<file path="src/rtl/reg_file_scoreboard.sv">
// rtl/reg_file_scoreboard.sv - 16x DATA_W register file, 2R/1W, with write bypass and pending-write scoreboard
module rf_id_decoder (
  input  logic [3:0]  id_i,
  input  logic        en_i,
  output logic [15:0] wl_o
);
  assign wl_o = en_i ? (16'd1 << id_i) : 16'd0;
endmodule

module reg_file_scoreboard #(
  parameter int DATA_W      = 16,
  parameter bit ZERO_REG_EN = 1'b1
) (
  input  logic              clk,
  input  logic              rst_n,
  input  logic [3:0]        src_id1,
  input  logic [3:0]        src_id2,
  input  logic              wr_en,
  input  logic [3:0]        wr_id,
  input  logic [DATA_W-1:0] wr_data,
  input  logic              pend_set,
  input  logic [3:0]        pend_id,
  output logic [DATA_W-1:0] src_data1,
  output logic [DATA_W-1:0] src_data2,
  output logic              src_busy1,
  output logic              src_busy2,
  output logic [4:0]        pend_cnt
);
  logic [DATA_W-1:0] regs_q [16];
  logic [DATA_W-1:0] regs_d [16];
  logic [15:0]       pending_q, pending_d;
  logic [4:0]        pend_cnt_q, pend_cnt_d;

  logic [15:0] rd_wl1, rd_wl2, wr_wl, set_wl;
  logic        wr_eff, set_eff, r0_src1, r0_src2;
  logic        byp1, byp2, wr_hit1, wr_hit2;
  logic [DATA_W-1:0] rd1, rd2;

  // R0 writes and pending marks are dropped before they reach the wordlines
  assign wr_eff  = wr_en    & ~(ZERO_REG_EN && (wr_id   == 4'd0));
  assign set_eff = pend_set & ~(ZERO_REG_EN && (pend_id == 4'd0));

  rf_id_decoder u_dec_rd1 (.id_i(src_id1), .en_i(1'b1),    .wl_o(rd_wl1));
  rf_id_decoder u_dec_rd2 (.id_i(src_id2), .en_i(1'b1),    .wl_o(rd_wl2));
  rf_id_decoder u_dec_wr  (.id_i(wr_id),   .en_i(wr_eff),  .wl_o(wr_wl));
  rf_id_decoder u_dec_set (.id_i(pend_id), .en_i(set_eff), .wl_o(set_wl));

  always_comb begin
    regs_d     = regs_q;
    pending_d  = pending_q;
    pend_cnt_d = 5'd0;
    for (int i = 0; i < 16; i++) begin
      if (wr_wl[i]) regs_d[i] = wr_data;
      // a new producer on the same edge supersedes the retiring one
      pending_d[i] = (pending_q[i] & ~wr_wl[i]) | set_wl[i];
      pend_cnt_d   = pend_cnt_d + {4'd0, pending_d[i]};
    end
  end

  always_ff @(posedge clk or negedge rst_n) begin
    if (!rst_n) begin
      for (int i = 0; i < 16; i++) regs_q[i] <= '0;
      pending_q  <= '0;
      pend_cnt_q <= '0;
    end else begin
      regs_q     <= regs_d;
      pending_q  <= pending_d;
      pend_cnt_q <= pend_cnt_d;
    end
  end

  always_comb begin
    rd1 = '0;
    rd2 = '0;
    for (int i = 0; i < 16; i++) begin
      rd1 = rd1 | (regs_q[i] & {DATA_W{rd_wl1[i]}});
      rd2 = rd2 | (regs_q[i] & {DATA_W{rd_wl2[i]}});
    end
  end

  assign r0_src1 = ZERO_REG_EN && (src_id1 == 4'd0);
  assign r0_src2 = ZERO_REG_EN && (src_id2 == 4'd0);
  assign wr_hit1 = wr_en & (wr_id == src_id1);
  assign wr_hit2 = wr_en & (wr_id == src_id2);
  assign byp1    = wr_eff & (wr_id == src_id1);
  assign byp2    = wr_eff & (wr_id == src_id2);

  assign src_data1 = r0_src1 ? '0 : (byp1 ? wr_data : rd1);
  assign src_data2 = r0_src2 ? '0 : (byp2 ? wr_data : rd2);
  assign src_busy1 = (|(rd_wl1 & pending_q)) & ~wr_hit1;
  assign src_busy2 = (|(rd_wl2 & pending_q)) & ~wr_hit2;
  assign pend_cnt  = pend_cnt_q;
endmodule

</file>
<file path="config.mk">
export PLATFORM = sky130hd
export DESIGN_NAME = reg_file_scoreboard
export DESIGN_NICKNAME = d
export VERILOG_FILES = /design/src/rtl/reg_file_scoreboard.sv
export SDC_FILE = /design/constraint.sdc
export NUM_CORES = 1
export LEC_CHECK = 0
export BUFFER_PORTS_ARGS = -buffer_cell sky130_fd_sc_hd__buf_2
export CAP_MARGIN = 40
export CORE_MARGIN = 5
export CORE_UTILIZATION = 45
export DETAILED_ROUTE_END_ITERATION = 12
export MAX_ROUTING_LAYER = met4
export PLACE_DENSITY = 0.65
export SLEW_MARGIN = 20
export SYNTH_ARGS = -nofsm -noshare
export SYNTH_HDL_FRONTEND = slang
export SYNTH_HIERARCHICAL = 1
export SYNTH_SLANG_ARGS = --single-unit
export TNS_END_PERCENT = 100
</file>
<file path="constraint.sdc">
create_clock -name clk -period 6 [get_ports clk]
set_input_delay 0.9 -clock clk [delete_from_list [all_inputs] [get_ports clk]]
set_output_delay 0.9 -clock clk [all_outputs]
set_load 0.03 [all_outputs]
</file>
==> impl_metrics.yaml <==
outcome:
  status: "completed"
logic_synthesis:
  async_reset_ff_share_pct: 100.0
  synth_compound_area_share_pct: 20.80
  netlist.area_leader.share_pct: 47.05
  ys_ff_latch: 277
  synth.mux.area_fraction_pct: 19.57
  yosysUniqueCellTypes: 38
  ys_warn_count: 6
  synth.cell_area_um2: 14730
  synthFlopType: "dfrtp_1"
  ys_seq_area_share_pct: 47.05
  synthAdderAreaFrac_pct: 1.784
  avgSynthCellArea_um2: 12.18
  synth_top_family_by_area: "compound AO/OA/AOI/OAI gates"
  synth_cells: 1209
  synthXorXnorAreaFrac_pct: 0.5945
  synth_most_common_cell: "dfrtp_1"
  synth-simple-area-share_pct: 5.699
  synth_top_area_cell: "dfrtp_1"
  synth_edf_count: 0
  yosys-top-cells-area: "dfrtp_1, mux2_2, a221oi_1, a22o_1, clkbuf_1"
  synthTopCellsByCount: "dfrtp_1, mux2_2, a221oi_1, a22o_1, clkbuf_1"
sta:
  final_hold_viol_count: 0
  whs_ps: 371.0
  clock_skew_ps: 6.826
  slew_violations: 0
  min_period_over_period_pct: 80.17
  fmax_mhz: 207.9
  setup_viol: 0
  relSlewSlack_pct: 33.14
  fin_tns_setup_ps: 0
  rsz0062_at_grt: "false"
  timing.final.crit_period_ps: 4810
  worstMarginPinSlew_ps: 999.2
global_routing:
  grt_pass1_wl_um: 78050
  use_met2_pct: 46.23
  grt_max_degree: 122
  grt.overflow.total: 0
  grtUsageMet3_pct: 6.812
  grt_util_met1_pct: 36.27
  grt_usage_pct: 29.51
  top_usage_layer: "met2"
  antenna_found_initial: 1
  grt_pass1_vias: 12098
route:
  wl_per_cell_um: 30.57
  drc: 0
  vias: 11792
  drtIter0Drc: 1333
  antenna_left: 0
  first_pass_iters: 5
  viasPerCell: 6.808
  wirelength_um: 52940
pwr:
  p_leak_nw: 6.992
  power_mw: 6.285
  irDropWorstVdd_mv: 0.5617
  powerDensity_nw_per_um2: 372.6
cts:
  clk_pin_slew_ps: 60
  cts_inserted_buffers: 30
  clock_latency_ps: 560
  cts_tree: "yes"
  hold_buffers: 0
  cts_resized: 0
  htreeDepth: 1
  cts_num_sinks: 277
  cts-root-buf: "clkbuf_16"
  clk_path_buf_depth: 3
  post-cts-setup-buffer-count: 0
place:
  placed_area_um2: 15760
  gp_routability_congestion: 0.8853
  io_buffer_count: 74
  dp_hpwl_um: 31570
cells_and_area:
  finalInstanceArea_um2: 16870
  drive_above_1_share_pct: 39.41
  final_net_count: 1316
  areaGrowthSynthToFinish_pct: 14.50
worst_setup_path:
  required_ps: 6500
  cp.arrival_ps: 5310
  ff2ff_path_depth: 12
  r2r_end: "pend_cnt[4]$_DFF_PN0_"
  worstReg2RegStart: "pending_q[5]$_DFF_PN0_"
  ff2ff_setup_slack_ps: 2230
  endpoint_kind: "flip-flop"
  crit_path_max_fanout: 10
  start_kind: "input port"
  path_class: "input port to flip-flop"
floorplanning:
  rows: 66
  io_pins: 75
  initial_core_util_pct: 45.39
  die_y_um: 190.9
  dieArea_um2: 36460
  core_area_um2: 32450
  die_x_um: 190.9
worst_hold_path:
  hold_class: "input port to async pin"
flow_run:
  cap_violations: 0
## state kept, by name, indices dropped and copies added, names as in the netlist
register,cells
pend_cnt,5
pending_q,16
regs_q,256
## critical path: stages
cell and delay (ps):
buf_2 270, o41ai_4 120, inv_1 120, or3b_4 440, nor3_4 140, inv_1 60, a21o_1 210, fa_1 540
inv_1 50, fa_1 480, inv_1 50, fa_1 480, fa_1 520, ha_1 170, inv_1 60, fa_1 450
nor2b_1 130, o21a_1 120
## worst max-delay path by stage
stage | cells past startpoint | slack (ps) | from | to
2_1_floorplan | 20 | 330 | wr_id[0] | pend_cnt[4]$_DFF_PN0_
3_3_place_gp | 18 | 660 | wr_id[0] | pend_cnt[4]$_DFF_PN0_
3_5_place_dp | 18 | 600 | wr_id[0] | pend_cnt[4]$_DFF_PN0_
4_1_cts | 18 | 1170 | wr_id[0] | pend_cnt[4]$_DFF_PN0_
5_1_grt | 18 | 990 | wr_id[0] | pend_cnt[4]$_DFF_PN0_
6_report | 18 | 1190 | wr_id[0] | pend_cnt[4]$_DFF_PN0_
## metrics by stage
step                      std cells  util, %  setup WS [ps]
after floorplan                1216        -          327.4
after global placement         1664    48.28          657.9
after detailed placement       1674    48.57          600.5
after CTS                      1730    51.94           1166
after global routing           1732    51.97          987.6
final                          1732    51.97           1190
## cells by family (layout without fill, tap and decap cells)
| logic type | Yosys count | in the layout |
|---|---|---|
| buffers and inverters | 156 | 229 |
| DFF | 277 | 277 |
| xor gates and xnor gates | 10 | 10 |
| adders and majority gates | 15 | 15 |
| and+or+nand+nor | 135 | 135 |
| muxes | 256 | 256 |
| other | 1 | 9 |
| AOI/OAI and AO/OA | 359 | 359 |
## final cells by class
cell class | instances | area, µm²
Multi-Input combinational cell | 783 | 7246
Tap cell | 442 | 553.0
Sequential cell | 277 | 6932
Antenna cell | 1 | 2.502
Fill cell | 2828 | 15590
Inverter | 31 | 116.4
Clock inverter | 13 | 175.2
Clock buffer | 43 | 920.9
Timing Repair Buffer | 142 | 922.1
## power by group
part           internal, mW  switching, mW  total [mW]
Combinational         0.755          0.803        1.56
Sequential             2.34          0.363        2.71
Clock                  1.24          0.784        2.02
Total                  4.33           1.95        6.28
## layout by cell type, fill, tap and decap left out, types with 3 or more instances in the layout
cell type | synthesis | final
nand3b_1 | 8 | 8
or3b_4 | 4 | 4
inv_1 | 31 | 31
a21oi_2 | 17 | 17
nor2_1 | 44 | 33
xnor2_1 | 10 | 10
conb_1 | 1 | 8
a21o_1 | 16 | 16
clkinv_2 | 0 | 6
clkbuf_8 | 0 | 10
a22o_1 | 132 | 132
bufinv_16 | 0 | 4
a21oi_4 | 3 | 3
o31ai_1 | 32 | 32
buf_2 | 28 | 73
nor3_1 | 12 | 3
nor3_2 | 4 | 12
mux2_2 | 256 | 256
ha_1 | 5 | 5
nand3_1 | 8 | 8
dfrtp_1 | 277 | 277
a221oi_1 | 132 | 132
clkbuf_16 | 0 | 31
buf_8 | 0 | 3
a22oi_1 | 8 | 8
fa_1 | 10 | 10
nand2b_1 | 8 | 8
a21oi_1 | 14 | 14
buf_4 | 0 | 64
and4_1 | 32 | 32
nor2_2 | 4 | 15
nand2_1 | 4 | 4
## metal layers
metal / up-vias / wire length (µm)
li1: 4816 / -
met5: - / 0
met2: 717 / 24690
met1: 6039 / 20100
met3: 220 / 5121
met4: 0 / 3030
(Power assumes the default switching activity.)
